`src/rtl/div_unit_pkg.sv`:
```
// Shared widths plus the operation and FSM encodings for the RV32M divider.
package div_unit_pkg;

    localparam int CPU_WIDTH      = 32;
    localparam int REG_ADDR_WIDTH = 5;

    typedef enum logic [1:0] {
        DIV_OP_DIV  = 2'b00,
        DIV_OP_DIVU = 2'b01,
        DIV_OP_REM  = 2'b10,
        DIV_OP_REMU = 2'b11
    } div_op_e;

    typedef enum logic [1:0] {
        DIV_ST_IDLE = 2'b00,
        DIV_ST_CALC = 2'b01,
        DIV_ST_DONE = 2'b10
    } div_state_e;

    function automatic logic op_is_signed(input logic [1:0] op);
        return (op == DIV_OP_DIV) || (op == DIV_OP_REM);
    endfunction

    function automatic logic op_is_rem(input logic [1:0] op);
        return (op == DIV_OP_REM) || (op == DIV_OP_REMU);
    endfunction

endpackage

```
`src/rtl/div_unit_step.sv`:
```
// One restoring-division iteration: shift the next dividend bit into the
// partial remainder and keep the trial difference when it does not go negative.
module div_step
    import div_unit_pkg::*;
#(
    parameter int XLEN = CPU_WIDTH
) (
    input  logic [XLEN-1:0] rem_i,
    input  logic            bit_i,
    input  logic [XLEN-1:0] divisor_i,
    output logic [XLEN-1:0] rem_o,
    output logic            quo_o
);

    logic [XLEN:0] shifted;

    // Remainder stays below the divisor, so the kept difference fits in XLEN bits.
    always_comb begin
        shifted = {rem_i, bit_i};
        quo_o   = (shifted >= {1'b0, divisor_i});
        rem_o   = quo_o ? (shifted[XLEN-1:0] - divisor_i) : shifted[XLEN-1:0];
    end

endmodule

```
`src/rtl/div_unit.sv`:
```
// Multi-cycle restoring divider for DIV/DIVU/REM/REMU with a register-file write port.
// Optional DIV_FAST_ZERO_EN: a zero divisor skips the iteration loop and completes next cycle.
module div_unit
    import div_unit_pkg::*;
#(
    parameter int XLEN = CPU_WIDTH,
    parameter int AW   = REG_ADDR_WIDTH
) (
    input  logic            clk,
    input  logic            rst_n,
    input  logic            start,
    input  logic [1:0]      op,
    input  logic [XLEN-1:0] dividend,
    input  logic [XLEN-1:0] divisor,
    input  logic [AW-1:0]   rd_addr,
    input  logic            flush,
    output logic            busy,
    output logic            done,
    output logic            reg_wen,
    output logic [AW-1:0]   reg_waddr,
    output logic [XLEN-1:0] reg_wdata
);

    // state       | meaning
    // DIV_ST_IDLE | waiting for start
    // DIV_ST_CALC | one quotient bit per cycle, XLEN cycles
    // DIV_ST_DONE | result on the write port for one cycle

    div_state_e      state_q, state_d;
    logic [XLEN-1:0] acc_q, acc_d;
    logic [XLEN-1:0] dsr_q, dsr_d;
    logic [XLEN-1:0] rem_q, rem_d;
    logic [5:0]      cnt_q, cnt_d;
    logic            is_rem_q, is_rem_d;
    logic            neg_quo_q, neg_quo_d;
    logic            neg_rem_q, neg_rem_d;
    logic [AW-1:0]   rd_q, rd_d;
    logic            busy_q, busy_d;
    logic            done_q, done_d;
    logic            wen_q, wen_d;
    logic [AW-1:0]   waddr_q, waddr_d;
    logic [XLEN-1:0] wdata_q, wdata_d;

    logic [XLEN-1:0] step_rem;
    logic            step_quo;
    logic            sgn, dvd_neg, dsr_neg;
    logic [XLEN-1:0] abs_dvd, abs_dsr;
    logic [XLEN-1:0] quo_raw, quo_fin, rem_fin;

    div_step #(.XLEN(XLEN)) u_step (
        .rem_i     (rem_q),
        .bit_i     (acc_q[XLEN-1]),
        .divisor_i (dsr_q),
        .rem_o     (step_rem),
        .quo_o     (step_quo)
    );

    always_comb begin
        sgn     = op_is_signed(op);
        dvd_neg = sgn & dividend[XLEN-1];
        dsr_neg = sgn & divisor[XLEN-1];
        abs_dvd = dvd_neg ? -dividend : dividend;
        abs_dsr = dsr_neg ? -divisor : divisor;
        // acc holds the unconsumed dividend bits on top and the quotient below
        quo_raw = {acc_q[XLEN-2:0], step_quo};
        quo_fin = neg_quo_q ? -quo_raw : quo_raw;
        rem_fin = neg_rem_q ? -step_rem : step_rem;
    end

    always_comb begin
        state_d   = state_q;
        acc_d     = acc_q;
        dsr_d     = dsr_q;
        rem_d     = rem_q;
        cnt_d     = cnt_q;
        is_rem_d  = is_rem_q;
        neg_quo_d = neg_quo_q;
        neg_rem_d = neg_rem_q;
        rd_d      = rd_q;
        busy_d    = busy_q;
        done_d    = 1'b0;
        wen_d     = 1'b0;
        waddr_d   = waddr_q;
        wdata_d   = wdata_q;

        case (state_q)
            DIV_ST_IDLE: begin
                busy_d = 1'b0;
                if (start && !flush) begin
                    acc_d     = abs_dvd;
                    dsr_d     = abs_dsr;
                    rem_d     = '0;
                    cnt_d     = '0;
                    is_rem_d  = op_is_rem(op);
                    neg_quo_d = sgn & (dividend[XLEN-1] ^ divisor[XLEN-1]) & (divisor != '0);
                    neg_rem_d = dvd_neg;
                    rd_d      = rd_addr;
                    busy_d    = 1'b1;
                    state_d   = DIV_ST_CALC;
`ifdef DIV_FAST_ZERO_EN
                    if (divisor == '0) begin
                        state_d = DIV_ST_DONE;
                        done_d  = 1'b1;
                        wen_d   = (rd_addr != '0);
                        waddr_d = rd_addr;
                        wdata_d = op_is_rem(op) ? dividend : '1;
                    end
`endif
                end
            end
            DIV_ST_CALC: begin
                rem_d = step_rem;
                acc_d = quo_raw;
                cnt_d = cnt_q + 6'd1;
                if (cnt_q == 6'(XLEN - 1)) begin
                    state_d = DIV_ST_DONE;
                    done_d  = 1'b1;
                    wen_d   = (rd_q != '0);
                    waddr_d = rd_q;
                    wdata_d = is_rem_q ? rem_fin : quo_fin;
                end
            end
            DIV_ST_DONE: begin
                state_d = DIV_ST_IDLE;
                busy_d  = 1'b0;
            end
            default: begin
                state_d = DIV_ST_IDLE;
                busy_d  = 1'b0;
            end
        endcase

        if (flush) begin
            state_d = DIV_ST_IDLE;
            busy_d  = 1'b0;
            done_d  = 1'b0;
            wen_d   = 1'b0;
            waddr_d = waddr_q;
            wdata_d = wdata_q;
        end
    end

    always_ff @(posedge clk) begin
        if (!rst_n) begin
            state_q   <= DIV_ST_IDLE;
            acc_q     <= '0;
            dsr_q     <= '0;
            rem_q     <= '0;
            cnt_q     <= '0;
            is_rem_q  <= 1'b0;
            neg_quo_q <= 1'b0;
            neg_rem_q <= 1'b0;
            rd_q      <= '0;
            busy_q    <= 1'b0;
            done_q    <= 1'b0;
            wen_q     <= 1'b0;
            waddr_q   <= '0;
            wdata_q   <= '0;
        end else begin
            state_q   <= state_d;
            acc_q     <= acc_d;
            dsr_q     <= dsr_d;
            rem_q     <= rem_d;
            cnt_q     <= cnt_d;
            is_rem_q  <= is_rem_d;
            neg_quo_q <= neg_quo_d;
            neg_rem_q <= neg_rem_d;
            rd_q      <= rd_d;
            busy_q    <= busy_d;
            done_q    <= done_d;
            wen_q     <= wen_d;
            waddr_q   <= waddr_d;
            wdata_q   <= wdata_d;
        end
    end

    assign busy      = busy_q;
    assign done      = done_q;
    assign reg_wen   = wen_q;
    assign reg_waddr = waddr_q;
    assign reg_wdata = wdata_q;

endmodule

```
`config.mk`:
```
export PLATFORM = sky130hd
export DESIGN_NAME = div_unit
export DESIGN_NICKNAME = d
export VERILOG_FILES = /design/src/rtl/div_unit_pkg.sv /design/src/rtl/div_unit_step.sv /design/src/rtl/div_unit.sv
export SDC_FILE = /design/constraint.sdc
export NUM_CORES = 1
export LEC_CHECK = 0
export BUFFER_PORTS_ARGS = -buffer_cell sky130_fd_sc_hd__clkbuf_2
export CAP_MARGIN = 20
export CORE_ASPECT_RATIO = 0.9
export CORE_MARGIN = 2
export CORE_UTILIZATION = 45
export CTS_CLUSTER_DIAMETER = 200
export DETAILED_ROUTE_END_ITERATION = 12
export SYNTH_ARGS = -nofsm -noshare
export SYNTH_HDL_FRONTEND = slang
export SYNTH_SLANG_ARGS = --single-unit
```
`constraint.sdc`:
```
create_clock -name clk -period 5.7 [get_ports clk]
set_input_delay 0.285 -clock clk [delete_from_list [all_inputs] [get_ports clk]]
set_output_delay 0.285 -clock clk [all_outputs]
set_load 0.01 [all_outputs]
```
# Word level (Yosys, flattened, before mapping)
# Index checks and enable logic that the tools add are counted.
# word_totals
regBits,152
input_bits,75
output_inout_bits,40
wordCells,70
# classes
n_addsub,6
order_cmp,1
n_eq_ne,6
mux,18
n_bitwise,9
reduce_logical,16
# ops
operator,n
two-way mux 32 bit,8
negator 32 bit,4
case mux 32 bit (2 select lines),2
greater-or-equal comparator 33 x 32 -> 1 bit,1
nonzero test 32 bit,1
subtractor 32 bit,1
case mux 6 bit (2 select lines),1
adder 6 x 1 -> 6 bit (second input constant),1
== test 6 x 5 -> 1 bit (second input constant),1
two-way mux 6 bit,1
AND reduction 2 bit,3
nonzero test 5 bit,1
bitwise AND 1 bit,4
== test 2 bit (second input constant),2
zero test 2 bit,2
two-way mux 2 bit,2
inequality test 2 bit (second input constant),2
NOT 1 bit,4
case mux 2 bit (2 select lines),1
OR reduction 4 bit,1
AND reduction 3 bit,1
OR reduction 3 bit,1
== test 2 x 1 -> 1 bit (second input constant),1
logical OR 1 bit,2
other kinds (7),8

# Depth between registers and ports, before layout
# Gate-level depths: netlist (run 1).
# depth
ltp_word,6
ltp_mapped,25

# Hierarchy
# A second synthesis (run 1) with hierarchy kept.
# hier_totals
hier_cells,1382
hier_area_um2,10762.8
# modules_own_cells
module,n_inst,cells_each,area_per_inst_um2
div_unit,1,1072,8544.4
div_step,1,310,2218.4

# Worst setup path after synthesis (run 1)
# Ideal clock, no wire load.
# synth_timing
path_type,register to register
from,register dsr_q[5]
to,"register wdata_q[26], in the netlist reg_wdata[26]"
setup_ps,96
arrival_time_ps,4654
required_time_ps,5604
path_slack_ps,951
path_stages_with_launch,24
n_path_buf,6
period_less_slack_ps,4749
path_cell_list,dfxtp_1 inv_1 ha_1 buf_4 nand4_1 a211o_1 a21oi_1 o211ai_2 nand3_4 buf_4 buf_4 buf_4 buf_1 nand2_1 o21ai_0 ha_1 nand3b_1 or4_4 a2bb2o_4 buf_6 or2_1 o31ai_2 xnor2_1 o41ai_2
# synth_between
elab_chain_cells,5
word_cells_on_any_way,8
# synth_lines
item,line_no,source
from (decl),div_unit.sv:31,"logic [XLEN-1:0] dsr_q, dsr_d;"
from (signal assigned),div_unit.sv:162,dsr_q <= dsr_d;
subtractor 32 bit or greater-or-equal comparator 33 x 32 -> 1 bit (tied branches),"div_unit_step.sv:21, div_unit_step.sv:20",
two-way mux 32 bit,div_unit_step.sv:21,rem_o = quo_o ? (shifted[XLEN-1:0] - divisor_i) : shifted[XLEN-1:0];
negator 32 bit,div_unit.sv:67,rem_fin = neg_rem_q ? -step_rem : step_rem;
two-way mux 32 bit,div_unit.sv:67,
two-way mux 32 bit (*),div_unit.sv:120,wdata_d = is_rem_q ? rem_fin : quo_fin;
to (signal assigned),div_unit.sv:173,wdata_q <= wdata_d;
to (decl),div_unit.sv:42,"logic [XLEN-1:0] wdata_q, wdata_d;"
# Mark *: on every way between the ends. The rest lies on a longest branch, timed or not.
# A chain may end at the register's enable or synchronous reset.

# Worst setup path in the final report (run 1)
# layout_timing
from,register rem_q[21]
to,"register wdata_q[30], in the netlist reg_wdata[30]"
# layout_between
elab_chain_cells,5
word_cells_on_any_way,8
# layout_lines
item,line_no,source
from (decl),div_unit.sv:32,"logic [XLEN-1:0] rem_q, rem_d;"
from (signal assigned),div_unit.sv:163,rem_q <= rem_d;
subtractor 32 bit or greater-or-equal comparator 33 x 32 -> 1 bit (tied branches),"div_unit_step.sv:21, div_unit_step.sv:20",
two-way mux 32 bit,div_unit_step.sv:21,
negator 32 bit,div_unit.sv:67,
two-way mux 32 bit,div_unit.sv:67,
two-way mux 32 bit (*),div_unit.sv:120,
# Marked as above.

==> run_results.csv, run 1 <==
group,metric,value,unit
logic_synthesis,yosys-top-cells-count,"182 x nor2_1, 164 x nand2_1, 155 x a21oi_1",
floorplan,dieArea,26800,µm²
power,intPower,2.28,mW
floorplan,die_w,172,µm
logic_synthesis,post-synth-top-count-cell,"nor2_1",
logic_synthesis,ys.flop_type,"dfxtp_1",
worst_hold_path,whs_endpoint,"rd_q[4]",
floorplan,core,25100,µm²
logic_synthesis,yosysWarnings,0,
worst_hold_path,hold_path_class,"primary input to flop",
grt,grt_pass1_wl,58000,µm
worst_hold_path,whs_path_depth,3,
grt,grt_pass1_vias,10600,
cts,cts_tree,"built",
cells_and_area,syn_to_final_growth,11.0,%
timing,finalClockSkew,0.0138,ns
grt,grt_use_total,27.5,%
grt,antenna_found_initial,0,
cts,root_buffer,"clkbuf_16",
detailed_routing,wirelength,36500,µm
grt,grt_max_degree,81,
timing,relSlewSlack,33.7,%
logic_synthesis,synth_compound_area_share,28.5,%
timing,hold_viol,0,
place,hpwl,27700,µm
outcome,outcome,"finished, final reports clean",
logic_synthesis,muxShareOfSynthArea,2.33,%
place,dp_slack,1.15,ns
power,ir_worst_vdd,224,µV
logic_synthesis,yosysSeqAreaShare,26.5,%
detailed_routing,postRouteAntennaNets,0,
cts,insertion_delay,0.44,ns
cells_and_area,drive_above_1_share,12.7,%
floorplan,rows,55,
logic_synthesis,async_flop_share,0,%
detailed_routing,viasPerCell,5.95,
cells_and_area,fin_util,50.8,%
power,p_per_area,283,nW/µm²
detailed_routing,route.vias.total,11700,
logic_synthesis,synthDominantCellAreaShare,26.5,%
timing,fin_setup_tns,0,ns
timing,final_period_minus_worst_setup_slack,4.62,ns
cts,clock_path_buffers,2,
cts,clock_sinks,152,
power,comb_power_share,34.8,%
power,p_leak,5.05,nW
power,clkPwrFrac,33.6,%
logic_synthesis,synth_top_cells_by_area,"dfxtp_1 26%, a21oi_1 6.8%, nor2_1 5.9%",
power,p_sw,1.33,mW
timing,fin_ws,1.08,ns
floorplan,initial_core_util,45.7,%
power,swShare,36.9,%
place,gp_congestion,0.929,
timing,period_share,81.1,%
cells_and_area,fill_cells,2556,
cts,ctsHoldBuffers,0,
detailed_routing,drc,0,
cts,cts-resized-gates,0,
cts,htreeDepth,4,
setup_path,startpoint_type,"flop",
timing,timing.hold.ws,0.0751,ns
setup_path,r2r-end,"reg_wdata[30]",
logic_synthesis,synth_top_family_by_area,"compound AO/OA/AOI/OAI gates",
logic_synthesis,netlist_area,11500,µm²
logic_synthesis,synth_edf_count,0,
timing,rsz0062_at_grt,"false",
timing,setup_viol,0,
setup_path,cp.arrival,4.99,ns
setup_path,crit_type,"flop to flop",
cells_and_area,diodes,0,
detailed_routing,drtIter0Drc,1054,
timing,worstMarginPinSlew,0.969,ns
logic_synthesis,synth_adder_area_share,4.20,%
grt,overflow,0,
timing,drv_slew,0,
logic_synthesis,synthXorXnorAreaFrac,9.07,%
place,io_buffers,114,
detailed_routing,wire_per_inst,18.6,µm
cts,cts_buffers,17,
worst_hold_path,hold_path.startpoint,"rd_addr[4]",
setup_path,regToRegSetupSlack,1.08,ns
detailed_routing,first_pass_iters,6,
floorplan,die_y,156,µm
cts,cts_setup_buffers,0,
timing,clock.fmax,216,MHz
setup_path,cp.required,6.07,ns
job,maxCapViolCount,0,
logic_synthesis,syn_nets,1678,
logic_synthesis,synth-seq-cells,152,
setup_path,worstPathMaxFanout,9,
logic_synthesis,syn_inst,1565,
cells_and_area,nets,1718,
setup_path,endpoint_kind,"flop",
power,pwr-share-seq,31.6,%
logic_synthesis,synth.distinct_cells,92,
logic_synthesis,avgSynthCellArea,7.34,µm²
logic_synthesis,synth-simple-area-share,23.3,%
logic_synthesis,yosys.area.top_type,"dfxtp_1",
power,p_total,3.61,mW
cts,clkSlewWorstSetupHoldPaths,0.07,ns
setup_path,r2r-start,"rem_q[21]",
setup_path,r2r.worst_path.cells,15,
floorplan,io_pins,115,
## power by group through the flow
stage                     clock [mW]  combinational (mW)  sequential [mW]
final                           1.21                1.26             1.14
after global routing            1.27                1.38             1.15
after CTS                       1.22                1.24             1.14
after detailed placement           0                1.23             1.16
after global placement             0                1.23             1.16
after floorplan                    0               0.943             1.15
## routing by layer
metal | track usage (%) | wire length (µm)
met4 | 6.44 | 507
met2 | 41.6 | 16000
met5 | 0 | 0
met3 | 4.54 | 2200
met1 | 40.5 | 17800
## cells in the final DEF (no fill, tap or decap), types with 7 or more instances in the layout
cell / netlist / routed
and2_1: 13 / 13
mux2i_1: 22 / 22
or3_1: 26 / 26
nor4_1: 17 / 17
buf_4: 8 / 16
xnor2_1: 60 / 60
a21oi_1: 155 / 155
clkbuf_16: 0 / 17
nand3_1: 34 / 34
a211oi_1: 43 / 43
clkbuf_2: 1 / 114
and4_1: 8 / 8
nor2_1: 182 / 181
a31oi_1: 34 / 34
ha_1: 37 / 37
o211ai_1: 13 / 13
o41ai_1: 9 / 9
nand2b_1: 8 / 7
o21a_1: 15 / 15
dfxtp_1: 152 / 152
nand4_1: 16 / 16
nand2_1: 164 / 164
o31ai_1: 29 / 29
a21o_1: 12 / 12
or2_2: 8 / 8
or4_1: 15 / 15
nor3_1: 41 / 41
xor2_1: 59 / 59
a22oi_1: 32 / 32
o21ai_0: 84 / 84
inv_1: 55 / 55
## stage by stage
step                      instances  instance area, µm²
after floorplan                1565               11500
after global placement         1928               12100
after detailed placement       1928               12100
after CTS                      1959               12800
after global routing           1959               12800
final                          1959               12800
## worst max path at each step
stage	startpoint	end	slack (ns)	depth (start not counted)
finish	rem_q[21]	reg_wdata[30]	1.08	15
global placement	rem_q[21]	reg_wdata[30]	1.29	15
global route	dsr_q[5]	reg_wdata[30]	0.76	16
floorplan	dsr_q[5]	reg_wdata[26]	0.95	23
detailed placement	rem_q[21]	reg_wdata[30]	1.15	15
CTS	rem_q[21]	reg_wdata[30]	1.12	15
## registers in the layout, indices dropped and copies added, names as in the netlist, 2 cells and up
signal and count:
reg_waddr 5, rem_q 32, state_q 2, cnt_q 6, dsr_q 32, acc_q 32, rd_q 5, reg_wdata 32
## cell type report
cell class	count	area [µm²]	area share, %
multi-input cells	1247	7760	60.9
well taps	342	428	3.35
clock buffers	21	470	3.69
flip-flops and latches	152	3040	23.9
repair buffers	130	691	5.41
inverters	57	216	1.70
clock inverters	10	145	1.14
## cell families (layout without fill, tap and decap cells)
family          after synthesis  after routing
simple gates                566            566
compound gates              498            498
buf+inv                     166            218
flops                       152            152
xor+xnor                    119            119
fa+ha+maj                    38             38
mux                          26             26
## worst max-delay path, cell delays in order, from the launching register on
cell	delay [ns]
dfxtp_1	0.44
ha_1	0.38
a21oi_1	0.24
o21ai_1	0.16
a2111oi_4	0.33
o311a_2	0.29
nand3_4	0.16
o21ai_0	0.39
ha_1	0.29
nand3b_1	0.20
or4_4	0.58
a2bb2o_4	0.27
nor3_1	0.27
nand3_1	0.13
a22o_1	0.27
a31oi_1	0.16
Note: power is estimated with default switching activity, not from simulation.
==> run 2: changes to the inputs <==
Settings changed: PLACE_DENSITY set to 0.66.
Clock period 5.7 ns to 3.9 ns, I/O delays scaled along.
==> run 2 against run 1 <==
Effect of this change:
- the flow now finishes with violations (setup timing)
- clock power is 52% higher
- total power is 63% higher
- sequential cell count stayed put
- largest cell class unchanged
- largest power group unchanged
==> run_results.csv, run 2 (same netlist as run 1, synthesis figures left out) <==
group,metric,value,unit
detailed_routing,route.vias.total,12400,
cells_and_area,drive_above_1_share,24.0,%
cells_and_area,fill_cells,2359,
timing,drv_slew,0,
worst_hold_path,hold_path_class,"primary input to flop",
timing,rsz0062_at_grt,"true",
detailed_routing,wirelength,38100,µm
worst_hold_path,hold_path.startpoint,"divisor[31]",
floorplan,core,25100,µm²
place,io_buffers,114,
floorplan,die_w,172,µm
cts,htreeDepth,4,
setup_path,r2r-start,"rem_q[8]",
setup_path,cp.required,4.26,ns
setup_path,crit_type,"flop to flop",
cells_and_area,final_cell_mix,"181 x nor2_1, 160 x nand2_1, 157 x buf_4",
grt,grt_use_total,28.4,%
detailed_routing,drc,0,
floorplan,dieArea,26800,µm²
grt,overflow,0,
cells_and_area,diodes,0,
place,gp_congestion,0.984,
power,p_total,5.90,mW
grt,antenna_found_initial,0,
cells_and_area,syn_to_final_growth,25.4,%
cts,clkSlewWorstSetupHoldPaths,0.07,ns
timing,final_period_minus_worst_setup_slack,3.91,ns
grt,grt_pass1_vias,11400,
timing,fin_ws,-0.00954,ns
power,p_leak,5.87,nW
timing,hold_viol,0,
cells_and_area,fin_cells,2111,
setup_path,crit_start,"rem_q[8]",
job,maxCapViolCount,0,
cts,clock_path_buffers,2,
outcome,outcome,"finished with violations",
floorplan,rows,55,
outcome,violations,"setup timing",
timing,period_share,100,%
floorplan,initial_core_util,45.7,%
grt,grt_pass1_wl,60300,µm
cts,insertion_delay,0.44,ns
floorplan,die_y,156,µm
setup_path,startpoint_type,"flop",
floorplan,io_pins,115,
timing,fin_setup_tns,-0.00954,ns
timing,finalClockSkew,0.0131,ns
timing,relSlewSlack,44.1,%
power,p_per_area,410,nW/µm²
detailed_routing,viasPerCell,5.87,
cells_and_area,fin_util,57.4,%
detailed_routing,first_pass_iters,6,
power,ir_worst_vdd,278,µV
setup_path,regToRegSetupSlack,-0.01,ns
cts,clock_sinks,152,
cts,cts_tree,"built",
detailed_routing,postRouteAntennaNets,0,
cells_and_area,layout_commonest_cell,"nor2_1",
place,hpwl,28900,µm
grt,grt_max_degree,70,
setup_path,endpoint_kind,"flop",
cells_and_area,nets,1869,
setup_path,worstPathMaxFanout,6,
setup_path,cp.arrival,4.27,ns
timing,worstMarginPinSlew,0.839,ns
timing,setup_viol,1,
cts,root_buffer,"clkbuf_16",
cts,cts_buffers,17,
detailed_routing,drtIter0Drc,1095,
timing,clock.fmax,256,MHz
detailed_routing,wire_per_inst,18.1,µm
place,dp.cells,2059,
## run 2: cell types whose count changed in the layout (fill, tap and decap cells not counted), sizes merged
cell         previous run  this run
inv                    57        65
clkbuf                135       132
clkinvlp                2         0
dlygate4sd3             0         6
clkinv                  5         3
buf                    16       161
## run 2: where the power goes
group | total (mW) | internal, mW | switching (mW) | leakage [nW]
sequential | 1.67 | 1.61 | 0.0596 | 1.24
combinational | 2.40 | 1.08 | 1.32 | 4.32
clock | 1.84 | 1.04 | 0.796 | 0.309
total | 5.90 | 3.72 | 2.18 | 5.87
## run 2: worst paths after layout
path	end	cells past startpoint
min	dsr_q[31]	3
max reg2reg	reg_wdata[30]	16
max	reg_wdata[30]	16
min reg2reg	reg_wdata[7]	2
## run 2: layout make-up
| class | count | area (µm²) | share of cell area, % |
|---|---|---|---|
| Multi-Input combinational cell | 1247 | 8200 | 56.9 |
| Sequential cell | 152 | 3060 | 21.2 |
| Timing Repair Buffer | 281 | 1880 | 13.1 |
| Clock buffer | 18 | 429 | 2.98 |
| Tap cell | 342 | 428 | 2.97 |
| Inverter | 57 | 216 | 1.50 |
| Clock inverter | 14 | 201 | 1.40 |
## run 2: stage by stage
| stage | setup WS [ns] | hold slack [ns] | instance area (µm²) |
|---|---|---|---|
| 3_3_place_gp | 0.00731 | 0.420 | 13300 |
| 4_1_cts | -0.000621 | 0.0443 | 14100 |
| 2_1_floorplan | -0.360 | 0.331 | 11700 |
| 3_5_place_dp | -0.174 | 0.427 | 13300 |
| 6_report | -0.00954 | 0.0450 | 14400 |
| 5_1_grt | -0.192 | 0.0645 | 14400 |
## run 2: routing by layer
layer,GRT usage (%),share of wire (%),up-vias
met1,39.7,47,5832
met2,44.3,45,413
met3,4.87,6.0,71
met5,0,0,-
li1,-,-,6071
met4,9.08,2.4,0
## run 2: critical path, cell delays in order, from the launching register on
cell and delay (ns):
dfxtp_1 0.52, ha_1 0.26, a21oi_1 0.13, o21ai_1 0.24, a21oi_1 0.14, or3_4 0.36, nand3_4 0.16, mux2i_4 0.28
ha_4 0.17, nand3b_1 0.10, or4_4 0.44, a2bb2o_4 0.26, buf_6 0.13, nor3_4 0.18, nand3_1 0.10, a22o_1 0.23
a31oi_1 0.14
## run 2: repair_timing
item | in CTS | in global routing
hold buffers | 6 | 0
endpoints found under the setup margin | 9 | 16
setup buffers | 5 | 8
resized for setup | 13 | 46
endpoints found under the hold margin | 6 | 0
pin swaps | 15 | 28
